--- src/rtl/fifo_read_streamer.sv ---
// rtl/fifo_read_streamer.sv - read-domain FIFO drain engine with 2-entry output buffer and in-flight credit tracking.
// Optional delivered-word counter enabled by defining FIFO_RS_CNT_EN.
module fifo_read_streamer #(
    parameter int WIDTH = 32,
    parameter int CNT_W = 16
) (
    input  logic             clkr,
    input  logic             resetr,
    input  logic             enable,
    input  logic             flush,
    input  logic             empty,
    input  logic [WIDTH-1:0] rd,
    output logic             read,
    output logic             out_valid,
    input  logic             out_ready,
`ifdef FIFO_RS_CNT_EN
    output logic [WIDTH-1:0] out_data,
    output logic [CNT_W-1:0] word_cnt
`else
    output logic [WIDTH-1:0] out_data
`endif
);

    logic [WIDTH-1:0] entry [2];
    logic             wr_idx;
    logic             rd_idx;
    logic [1:0]       occ;
    logic             inflight;
    logic             capture;
    logic             pop;

    // A pop is only issued when the buffer can still absorb every word already requested.
    always_comb begin
        read      = ~resetr & enable & ~empty & ~flush &
                    (({1'b0, occ} + {2'b00, inflight}) < 3'd2);
        capture   = inflight & ~flush;
        out_valid = (occ != 2'd0);
        pop       = out_valid & out_ready & ~flush;
        out_data  = entry[rd_idx];
    end

    always_ff @(posedge clkr or posedge resetr) begin
        if (resetr) begin
            entry[0] <= '0;
            entry[1] <= '0;
            wr_idx   <= 1'b0;
            rd_idx   <= 1'b0;
            occ      <= 2'd0;
            inflight <= 1'b0;
        end else if (flush) begin
            // The word landing on rd this edge belongs to a dropped pop.
            wr_idx   <= 1'b0;
            rd_idx   <= 1'b0;
            occ      <= 2'd0;
            inflight <= 1'b0;
        end else begin
            inflight <= read;
            if (capture) begin
                entry[wr_idx] <= rd;
                wr_idx        <= ~wr_idx;
            end
            if (pop) begin
                rd_idx <= ~rd_idx;
            end
            case ({capture, pop})
                2'b10:   occ <= occ + 2'd1;
                2'b01:   occ <= occ - 2'd1;
                default: occ <= occ;
            endcase
        end
    end

`ifdef FIFO_RS_CNT_EN
    always_ff @(posedge clkr or posedge resetr) begin
        if (resetr) begin
            word_cnt <= '0;
        end else if (pop) begin
            word_cnt <= word_cnt + 1'b1;
        end
    end
`else
    // Keeps the counter width parameter referenced when the counter is compiled out.
    logic [CNT_W-1:0] cnt_unused;
    assign cnt_unused = '0;
`endif

endmodule

--- config.mk ---
export PLATFORM = sky130hd
export DESIGN_NAME = fifo_read_streamer
export DESIGN_NICKNAME = d
export VERILOG_FILES = /design/src/rtl/fifo_read_streamer.sv
export SDC_FILE = /design/constraint.sdc
export NUM_CORES = 1
export LEC_CHECK = 0
export ABC_CLOCK_PERIOD_IN_PS = 2400
export CORE_UTILIZATION = 35
export CTS_BUF_LIST = sky130_fd_sc_hd__clkbuf_4 sky130_fd_sc_hd__clkbuf_8 sky130_fd_sc_hd__clkbuf_16
export CTS_CLUSTER_DIAMETER = 200
export DETAILED_ROUTE_END_ITERATION = 7
export GPL_ROUTABILITY_DRIVEN = 0
export GPL_TIMING_DRIVEN = 0
export SYNTH_ARGS = -nofsm -noshare
export SYNTH_HDL_FRONTEND = slang
export SYNTH_SLANG_ARGS = --single-unit
--- constraint.sdc ---
create_clock -name clkr -period 2.4 [get_ports clkr]
set_clock_uncertainty 0.05 [all_clocks]
set_input_delay 0.36 -clock clkr [delete_from_list [all_inputs] [get_ports clkr]]
set_output_delay 0.36 -clock clkr [all_outputs]
set_load 0.02 [all_outputs]
### Word level (Yosys, flattened, before mapping)

Cells that the tools add are included.

* $add $sub $neg: 3
* bitwise logic cells: 14
* order comparisons: 4
* reduce and logical (&&, ||, !) cells: 6
* muxes and demuxes: 13
* eq/ne operators: 2

Operators by type and width (count)
* 2-to-1 mux 32 bit: 4
* bitwise mux 64 bit: 1
* demux 32 bit (select 1 bit): 1
* bitwise AND 1 bit: 7
* nonzero test 2 bit: 3
* 2-to-1 mux 1 bit: 5
* inverter 1 bit: 5
* >= comparator 2 bit, second input constant: 2
* inverter 1 -> 2 bit: 2
* case mux 2 bit (2 select lines): 1
* adder 2 x 1 -> 3 bit: 1
* < comparator 3 x 2 -> 1 bit, second input constant: 1
* nonzero test 3 bit: 1
* adder 2 x 1 -> 2 bit, second input constant: 1
* == test 2 x 1 -> 1 bit, second input constant: 1
* == test 2 bit, second input constant: 1
* < comparator 2 x 1 -> 1 bit, second input constant: 1
* 2-to-1 mux 2 bit: 1
* AND reduction 2 bit: 1
* subtractor 2 x 1 -> 2 bit, second input constant: 1
* logical AND 1 bit: 1

* logic and storage cells: 48
* register bits: 69
* input port bits: 38
* output and inout port bits: 34

### Logic depth before layout (Yosys ltp)

Gate-level depths: netlist of run 1.

* depth in word-level cells: 6
* gate-level depth with buffers: 5
* gate-level depth less buffers: 3

### Worst setup path after synthesis of run 1

OpenSTA, ideal clock, no wires.

* kind: input to output
* start: input resetr
* end: output read
* buffers on the path: 0
* data required time: 1990 ps
* data arrival time: 2343 ps
* slack: -353 ps
* cell stages on the path: 2
* path through: inv_1 > and4_1

* longest elaborated chain between the ends: 5

Ends and longest elaborated chain
* from (decl): line 8 `input logic resetr,`
* inverter 1 bit: line 34 `read = ~resetr & enable & ~empty & ~flush &`
* bitwise AND 1 bit (4 in series): line 34
* to (decl): line 13 `output logic read,`

Every way passes these cells.

### Worst setup path in the final report of run 1

* start: register rd_idx
* end: output out_data[5]

* longest elaborated chain between the ends: 4

Ends and longest elaborated chain
* from (decl): line 26 `logic rd_idx;`
* from (signal assigned): line 63 `rd_idx <= ~rd_idx;`
* inverter 1 -> 2 bit (not written as such): line 39 `out_data = entry[rd_idx];`
* 2-to-1 mux 32 bit (not written as such) (3 in series): line 39
* to (decl): line 20 `output logic [WIDTH-1:0] out_data`

Every way passes these cells. The select of a mux whose other input is x is not followed.

==> results of run 1 <==
cells by family (layout without fill, tap and decap cells):
group / count (synthesis) / in the layout / synth area share (%)
xor gates and xnor gates: 2 / 2 / 0.5743
and+or+nand+nor: 11 / 11 / 2.912
muxes: 97 / 97 / 35.77
DFF: 69 / 69 / 56.60
buffers and inverters: 14 / 103 / 2.748
AOI/OAI and AO/OA: 7 / 7 / 1.395
per-layer routing:
layer	track usage, %	vias to the layer above	wire length (µm)
li1	-	884	-
met1	18.29	954	2790
met2	25.48	45	3046
met3	4.466	9	259
met4	6.818	0	99
met5	0	-	0
metrics by stage:
stage	hold WS, ns	area [µm²]
after CTS	0.4454	4156
after floorplan	0.3764	3054
after global placement	0.4176	3896
after detailed placement	0.4260	3916
after global routing	0.4597	4169
final	0.4414	4169
path summary, 6_finish.rpt:
path	cells after the start	end	startpoint	slack, ns
max in group asynchronous	2	entry[1]	resetr	1.27
setup reg to reg	5	entry[54]	inflight	0.87
hold / removal	1	entry[22]	entry[22]	0.44
setup / recovery	3	out_data[5]	rd_idx	0.07
hold reg to reg	1	entry[22]	entry[22]	0.44
min in group asynchronous	3	entry[53]	resetr	0.51
power by group through the flow:
stage	combinational, mW	clock, mW	sequential (mW)
final	0.858	1.05	1.40
after global routing	0.919	1.14	1.43
after CTS	0.878	1.09	1.41
after detailed placement	0.869	0	1.43
after global placement	0.857	0	1.42
after floorplan	0.495	0	1.40
final cells by class:
type | instances | area (µm²) | area share (%)
clock buffers | 9 | 123.9 | 2.971
repair inverters | 1 | 5.005 | 0.1200
multi-input cells | 117 | 1240 | 29.74
flip-flops and latches | 69 | 1728 | 41.45
well taps | 105 | 131.4 | 3.151
clock inverters | 7 | 98.84 | 2.371
inverters | 3 | 15.01 | 0.3601
plain buffers | 10 | 76.32 | 1.831
repair buffers | 73 | 750.7 | 18.01
cell usage in the layout, fill, tap and decap left out, drive strengths merged:
master / n
dlymetal6s2s: 5
clkbuf: 9
o21ai: 3
nor2: 4
a211oi: 1
xnor2: 1
dfrtp: 69
mux2: 96
buf: 12
clkdlybuf4s50: 66
clkinvlp: 3
a41o: 1
inv: 3
mux2i: 1
xor2: 1
nand2b: 1
nand3b: 2
and4: 2
clkinv: 3
or2: 2
bufinv: 2
a21oi: 2
flip-flops by register name (all words and copies together) (netlist names):
register	count
entry	64
inflight	1
occ	2
rd_idx	1
wr_idx	1
what timing repair did:
| action | 4_1_cts | 5_1_grt |
|---|---|---|
| endpoints found under the setup margin | 30 | 14 |
| gates resized for setup | 4 | 5 |
| setup buffers | 1 | 0 |
| cloned | 1 | 0 |
| hold buffers | 0 | 0 |
==> run metrics, run 1 <==
status completed; ranking of synthesized cells by area dfrtp_1, mux2_2, mux2_1; core area 0.008341 mm²; Post-Synthesis Cells 200; Yosys cell types 21; worst-margin pin slew 0.9130 ns; worst skew pair latency 0.34 ns; utilization after layout 49.99%; Setup TNS 0 ns; Pint 2.418 mW; fin. max-slew vios 0; pre-CTS WS -0.5474 ns; Residual DRC 0; crit-path leading delay family buffers and inverters; dominant cell by count in the synthesized netlist dfrtp_1; DR iter-0 viols 61; Global Route Usage Sum 15.32%; Antenna Cells 0; final critical-path share of the clock period 97.29%; Worst slew margin 38.80%; CP cell instances buf_4, mux2_2, clkdlybuf4s50_1; P per Cell Area 794.4 mW/mm²; Die Area 0.009093 mm²; CP peak stage delay 0.54 ns; Switching Share 26.98%; final total power 3.312 mW; WL/cell 15.72 µm; WP buf/inv 2; syn avg cell area 15.25 µm²; Worst EP arrival 1.92 ns; Via Count 1,892; initial antenna violation count 0; Yosys reg bits 69; antenna-violating nets left 0; number of synthesized flops with an enable pin 0; ys async rst share 100.0%; largest net degree at the start of global routing 37; DR pass1 iterations 4; Rows 33; Tmin final 2.335 ns; share of cells above drive strength 1 35.29%; CTS Buf Count 9; final setup violation count 0; PortBufs 71; crit end category primary output; top post-synthesis cells by count dfrtp_1, mux2_2, mux2_1; final hold violations 0; layout overhead on the synthesized area 36.67%; Clk pwr share 31.7%; Synth top area share 56.60%; IO Pins 72; Max Clk Rate 428.3 MHz; Layout Nets 322; Die Y 95.36 µm; DR vias/cell 4.802; Worst-path clk slew 0.07 ns; Syn Std Cell Area 0.003050 mm²; setup ws final 0.06515 ns; Non-Filler Instances 394; DP Cell Count 377; Worst VDD drop 391.0 µV; number of global-route vias before repair 2,058; crit path kind flip-flop to primary output; max-cap check violation count 0; global-route wire length before repair 10,120 µm; Clock Sinks 69; register area share after synthesis 56.60%; Main synth FF type dfrtp_1; Filler Cell Count 773; Initial Util 36.57%; hpwl dp 4168 µm; WL final 6194 µm; power share of the combinational group 25.9%; largest area contributor in the netlist dfrtp_1; static leakage 1.964 nW; Die Wd 95.36 µm; Root Buffer clkbuf_8; critical path's slowest cell clkdlybuf4s50_1; H-tree levels 3; Psw 0.8934 mW; Req. time, crit path 1.99 ns; Max Fanout on Critical Path 10; Synth Warn # 0; Hold Path Class flip-flop to flip-flop; GR Overflow Total 0; CTS Buffer Depth 2; sequential share of power 42.4%; startpoint types flip-flop; syn_nets 238; RSZ-0062 raised after global routing true; TritonCTS clock tree done
(Power assumes the default switching activity.)
==> run 2: changes to the inputs <==
--- a/config.mk
+++ b/config.mk
@@ -9,3 +9,3 @@
 export CORE_UTILIZATION = 35
-export CTS_BUF_LIST = sky130_fd_sc_hd__clkbuf_4 sky130_fd_sc_hd__clkbuf_8 sky130_fd_sc_hd__clkbuf_16
+export CTS_BUF_LIST = sky130_fd_sc_hd__clkbuf_2
 export CTS_CLUSTER_DIAMETER = 200
@@ -17 +17,2 @@
 export SYNTH_SLANG_ARGS = --single-unit
+export TNS_END_PERCENT = 100
--- a/constraint.sdc
+++ b/constraint.sdc
@@ -4,2 +4,2 @@
 set_output_delay 0.36 -clock clkr [all_outputs]
-set_load 0.02 [all_outputs]
+set_load 0.05 [all_outputs]
==> run metrics, run 2 (same netlist as run 1, synthesis figures left out) <==
share of cells above drive strength 1 45.86% (+11 points); Non-Filler Instances 395 (+0.25%); IO Pins 72 (unchanged); max reg flops 64 (unchanged); Clock Sinks 69 (unchanged); H-tree levels 3 (unchanged); fin. max-slew vios 0 (unchanged); largest net degree at the start of global routing 37 (unchanged); Worst EP arrival 1.86 ns (-0.06 ns); Initial Util 36.57% (unchanged); Rows 33 (unchanged); Residual DRC 0 (unchanged); most common cell after layout, fill and taps aside dfrtp_1; Antenna Cells 0 (unchanged); Max Clk Rate 440.7 MHz (+2.9%); R2R Path Start inflight; RSZ-0062 raised after global routing true; most flop-heavy register entry; Worst R2R Path Depth 5 (unchanged); Via Count 1,891 (-0.053%); Worst slew margin 38.73% (-0.067 points); Root Buffer clkbuf_2; GR Overflow Total 0 (unchanged); DP Cell Count 377 (unchanged); DR vias/cell 4.787 (-0.31%); CTS Buf Count 9 (unchanged); final hold violations 0 (unchanged); WL/cell 15.68 µm (-0.25%); layout overhead on the synthesized area 34.21%; Global Route Usage Sum 15.44% (+0.12 points); Die Area 0.009093 mm² (unchanged); Layout Nets 323 (+0.31%); reg-to-reg slack, setup 0.86 ns (about the same); Die Wd 95.36 µm (unchanged); TritonCTS clock tree done; utilization after layout 49.08% (-0.90 points); Hold Path Class primary input to asynchronous set/reset pin; Worst VDD drop 409.1 µV (+4.6%); worst r2r dst entry[52]; final setup violation count 0 (unchanged); DR iter-0 viols 31 (-49%); max-cap check violation count 0 (unchanged); Req. time, crit path 1.99 ns (about the same); DR pass1 iterations 4 (unchanged); initial antenna violation count 0 (unchanged); Tmin final 2.269 ns (-0.06556 ns); core area 0.008341 mm² (unchanged); WL final 6194 µm (unchanged); PortBufs 71 (unchanged); worst hold margin 0.3182 ns (-0.1233 ns); hpwl dp 4168 µm (unchanged); crit path kind flip-flop to primary output; P per Cell Area 810.4 mW/mm² (+2.0%); CTS Hold Bufs 0 (unchanged); crit end category primary output; biggest regs entry: 64 flops, occ: 2 flops; startpoint types flip-flop; number of global-route vias before repair 2,095 (+1.8%); worst-margin pin slew 0.9140 ns (+0.001001 ns); CTS Buffer Depth 2 (unchanged); Max Fanout on Critical Path 10 (unchanged); Filler Cell Count 772 (-0.13%); static leakage 1.910 nW (-2.8%); antenna-violating nets left 0 (unchanged); most frequent cells in the layout dfrtp_1, mux2_2, clkdlybuf4s50_1, mux2_1, clkdlybuf4s15_2; final critical-path share of the clock period 94.55% (-2.7 points); global-route wire length before repair 10,220 µm (+1.0%); status completed; worst skew pair latency 0.49 ns (+0.15 ns); Worst-path clk slew 0.20 ns (+0.13 ns); Die Y 95.36 µm (unchanged)
==> run 2: cell count changes in the layout (fill, tap and decap cells not counted), sizes merged <==
| cell | before | now |
|---|---|---|
| dlygate4sd2 | 0 | 3 |
| dlymetal6s2s | 5 | 0 |
| clkdlybuf4s15 | 0 | 27 |
| buf | 12 | 17 |
| clkdlybuf4s50 | 66 | 37 |
==> run 2: stage by stage <==
stage	TNS [ns]	setup WS, ns	cell area (µm²)	total power [mW]
final	0	0.1307	4094	3.318
after global routing	-0.008017	-0.007651	4094	3.497
after CTS	0	0.006484	4110	3.385
after detailed placement	-1.760	-0.7104	3916	2.614
after global placement	-2.740	-1.506	3896	2.594
after floorplan	0	0.07059	3054	2.223
==> run 2: worst max-delay path, stage by stage, from the launching register on <==
cell and delay, ns:
dfrtp_2 0.45, buf_4 0.22, mux2_2 0.36, clkdlybuf4s15_2 0.34
==> run 2: how the worst max path moves through the flow <==
| stage | start | end | slack [ns] |
|---|---|---|---|
| 3_3_place_gp | resetr | read | -1.51 |
| 3_5_place_dp | resetr | read | -0.71 |
| 6_report | rd_idx | out_data[5] | 0.13 |
| 2_1_floorplan | resetr | read | 0.07 |
| 5_1_grt | rd_idx | out_data[5] | -0.008 |
| 4_1_cts | rd_idx | out_data[16] | 0.006 |
==> run 2: routing by layer <==
metal	vias up	GRT usage, %	routed length, µm
met5	-	0	0
met4	0	7.197	99
met3	7	4.226	216
met2	40	26.01	3104
met1	959	18.19	2773
li1	885	-	-
==> run 2: timing repair <==
| item | 4_1_cts | 5_1_grt |
|---|---|---|
| pin swaps | 0 | 0 |
| cloned | 1 | 0 |
| gates resized for setup | 98 | 9 |
| endpoints found under the setup margin | 34 | 30 |
| buffers inserted | 1 | 1 |
==> run 2: where the power goes <==
group / total (mW) / switching, mW / leakage [nW] / internal, mW
clock: 0.788 / 0.438 / 0.0825 / 0.350
combinational: 1.13 / 0.678 / 0.925 / 0.448
sequential: 1.40 / 0.0760 / 0.902 / 1.33
total: 3.32 / 1.19 / 1.91 / 2.13
==> run 2: area by class of cell <==
cell class | count | area [µm²] | area share [%]
buffer | 10 | 76.32 | 1.864
tap | 105 | 131.4 | 3.209
inverter | 3 | 15.01 | 0.3667
clock buffer | 9 | 45.04 | 1.100
clock inverter | 7 | 98.84 | 2.414
timing repair inverter | 1 | 5.005 | 0.1222
timing repair buffer | 74 | 754.5 | 18.43
multi-input combinational | 117 | 1240 | 30.29
sequential | 69 | 1728 | 42.21
==> run 3: changes to the inputs <==
==> constraint.sdc (replaced) <==
create_clock -name clkr -period 2.4 [get_ports clkr]
set_clock_uncertainty 0.05 [all_clocks]
set_input_delay 0.6 -clock clkr [delete_from_list [all_inputs] [get_ports clkr]]
set_output_delay 0.6 -clock clkr [all_outputs]
set_load 0.05 [all_outputs]
==> run metrics, run 3 (same netlist as run 1, synthesis figures left out) <==
status completed; Filler Cell Count 757 (-1.9%); utilization after layout 49.54% (+0.45 points); fin. max-slew vios 0 (unchanged); power share of the combinational group 37.1% (+3.1 points); max reg flops 64 (unchanged); startpoint types primary input; share of cells above drive strength 1 47.96% (+2.1 points); post-route design area 0.004131 mm² (+0.92%); grt met1 use 18.85% (+0.67 points); Clk pwr share 19.3% (-4.4 points); critical path's slowest cell clkdlybuf4s50_1; Worst EP arrival 1.68 ns (-0.18 ns); final setup violation count 0 (unchanged); Worst Hold Path EP entry[24]; Global Route Usage Sum 14.81% (-0.63 points); Max Fanout on Critical Path 7 (-3); Die Y 95.36 µm (unchanged); crit end category primary output; Worst slew margin 44.23% (+5.5 points); Root Buffer clkbuf_2; worst r2r dst entry[35]; DR iter-0 viols 29 (-6.5%); R2R Path Start inflight; IO Pins 72 (unchanged); most frequent cells in the layout dfrtp_1, mux2_2, clkdlybuf4s50_1, mux2_1, buf_6; global-route wire length before repair 9901 µm (-3.1%); PortBufs 71 (unchanged); Req. time, crit path 1.75 ns (-0.24 ns); Die Area 0.009093 mm² (unchanged); CP peak stage delay 0.53 ns (+0.08 ns); WL/cell 15.43 µm (-1.6%); CTS Buf Count 9 (unchanged); met3 GRT Util 3.668% (-0.56 points); Placed Area 0.003919 mm² (about the same); initial antenna violation count 0 (unchanged); number of global-route vias before repair 1,974 (-5.8%); biggest regs entry: 64 flops, occ: 2 flops; met2 Use GR 23.63% (-2.4 points); crit path kind primary input to primary output; final critical-path share of the clock period 97.12% (+2.6 points); Initial Util 36.57% (unchanged); Die Wd 95.36 µm (unchanged); largest net degree at the start of global routing 39 (+5.4%); sequential share of power 43.6% (+1.3 points); Switching Share 35.88% (-0.044 points); layout overhead on the synthesized area 35.44%; Worst Hold Depth 1; Via Count 1,877 (-0.74%); worst skew pair latency 0.47 ns (-0.02 ns); Top Usage Layer GRT met2; Max Clk Rate 429.0 MHz (-2.6%); hpwl dp 3997 µm (-4.1%); core area 0.008341 mm² (unchanged); Tmin final 2.331 ns (+0.06164 ns); Hold Path Class flip-flop to flip-flop; DR vias/cell 4.704 (-1.7%); Worst-path clk slew 0.16 ns (-0.04 ns); WL final 6156 µm (-0.61%); Clock Sinks 69 (unchanged); P per Cell Area 777.2 mW/mm² (-4.1%); Worst VDD drop 358.7 µV (-12%); worst-margin pin slew 0.8319 ns (-0.08210 ns); GR Overflow Total 0 (unchanged); RSZ-0062 raised after global routing true; most flop-heavy register entry; Layout Nets 327 (+1.2%); antenna-violating nets left 0 (unchanged); CTS Hold Bufs 0 (unchanged); Rows 33 (unchanged); static leakage 1.961 nW (+2.7%); Residual DRC 0 (unchanged); H-tree levels 3 (unchanged); DR pass1 iterations 3 (-1); hold_sp entry[24]; most common cell after layout, fill and taps aside dfrtp_1; TritonCTS clock tree done; CTS Buffer Depth 2 (unchanged); Pint 2.059 mW (-3.2%); CP cell instances clkdlybuf4s50_1, nor2_2, and4_4, buf_6; Worst R2R Path Depth 5 (unchanged); Psw 1.152 mW (-3.3%); final hold violations 0 (unchanged); Antenna Cells 0 (unchanged); reg-to-reg slack, setup 0.81 ns (-0.05 ns); max-cap check violation count 0 (unchanged)
==> run 3: cell count changes in the layout (fill, tap and decap cells not counted), moves of 2 or more <==
cell	delta
buf_8	+2
buf_6	+18
dlygate4sd2_1	-3
clkdlybuf4s15_2	-26
clkbuf_2	+2
buf_12	+2
clkbuf_16	+2
clkinv_4	-2
clkinv_1	+3
buf_4	+10
==> run 3: worst max-delay path by stage <==
stage | start | endpoint | slack (ns) | cells after the start
2_1_floorplan | resetr | read | -0.31 | 2
3_3_place_gp | resetr | read | -1.98 | 4
3_5_place_dp | resetr | read | -1.13 | 4
4_1_cts | rd_idx | out_data[16] | -0.03 | 3
5_1_grt | rd_idx | out_data[23] | -0.04 | 4
6_report | flush | read | 0.07 | 4
==> run 3: routing by layer <==
metal,up-vias,routed length (µm),part of all wire (%)
met1,924,2773,45
met5,-,0,0
met3,9,324,5.3
met2,42,2978,48
li1,902,-,-
met4,0,80,1.3
==> run 3: power by group through the flow <==
stage                     clock network [mW]  registers (mW)  logic (mW)
after floorplan                            0            1.40       0.820
after global placement                     0            1.42        1.18
final                                  0.619            1.40        1.19
after CTS                              0.654            1.40        1.06
after global routing                   0.712            1.43        1.26
after detailed placement                   0            1.43        1.18
==> run 3: what timing repair did <==
item	in CTS	in global routing
endpoints found under the hold margin	0	0
cloned	1	2
setup endpoints to repair	34	31
gates resized for setup	171	87
pin swaps	0	0
buffers inserted	2	2
==> run 3: area by class of cell <==
class / instances / area, µm² / area share [%]
Clock inverter: 6 / 53.80 / 1.302
Buffer: 10 / 103.9 / 2.514
Clock buffer: 10 / 50.05 / 1.211
Inverter: 3 / 15.01 / 0.3634
Timing Repair Buffer: 78 / 795.8 / 19.26
Sequential cell: 69 / 1728 / 41.82
Timing Repair inverter: 1 / 5.005 / 0.1211
Tap cell: 105 / 131.4 / 3.180
Multi-Input combinational cell: 117 / 1249 / 30.22
==> run 3: critical path, delay by kind of cell <==
kind                   cells  cell delay (ns)
and+or+nand+nor            2             0.40
buffers and inverters      2             0.68
==> run 3: through the flow <==
step           power (mW)  instances  hold WS (ns)  setup TNS [ns]  setup slack [ns]
6_report            3.211        399        0.4590               0           0.06907
5_1_grt             3.394        399        0.4844         -0.2651          -0.03545
4_1_cts             3.115        395        0.4637         -0.3940          -0.02590
3_5_place_dp        2.609        377        0.4253          -9.184            -1.126
3_3_place_gp        2.595        376        0.4174          -11.19            -1.982
2_1_floorplan       2.223        200        0.4085         -0.3066           -0.3066
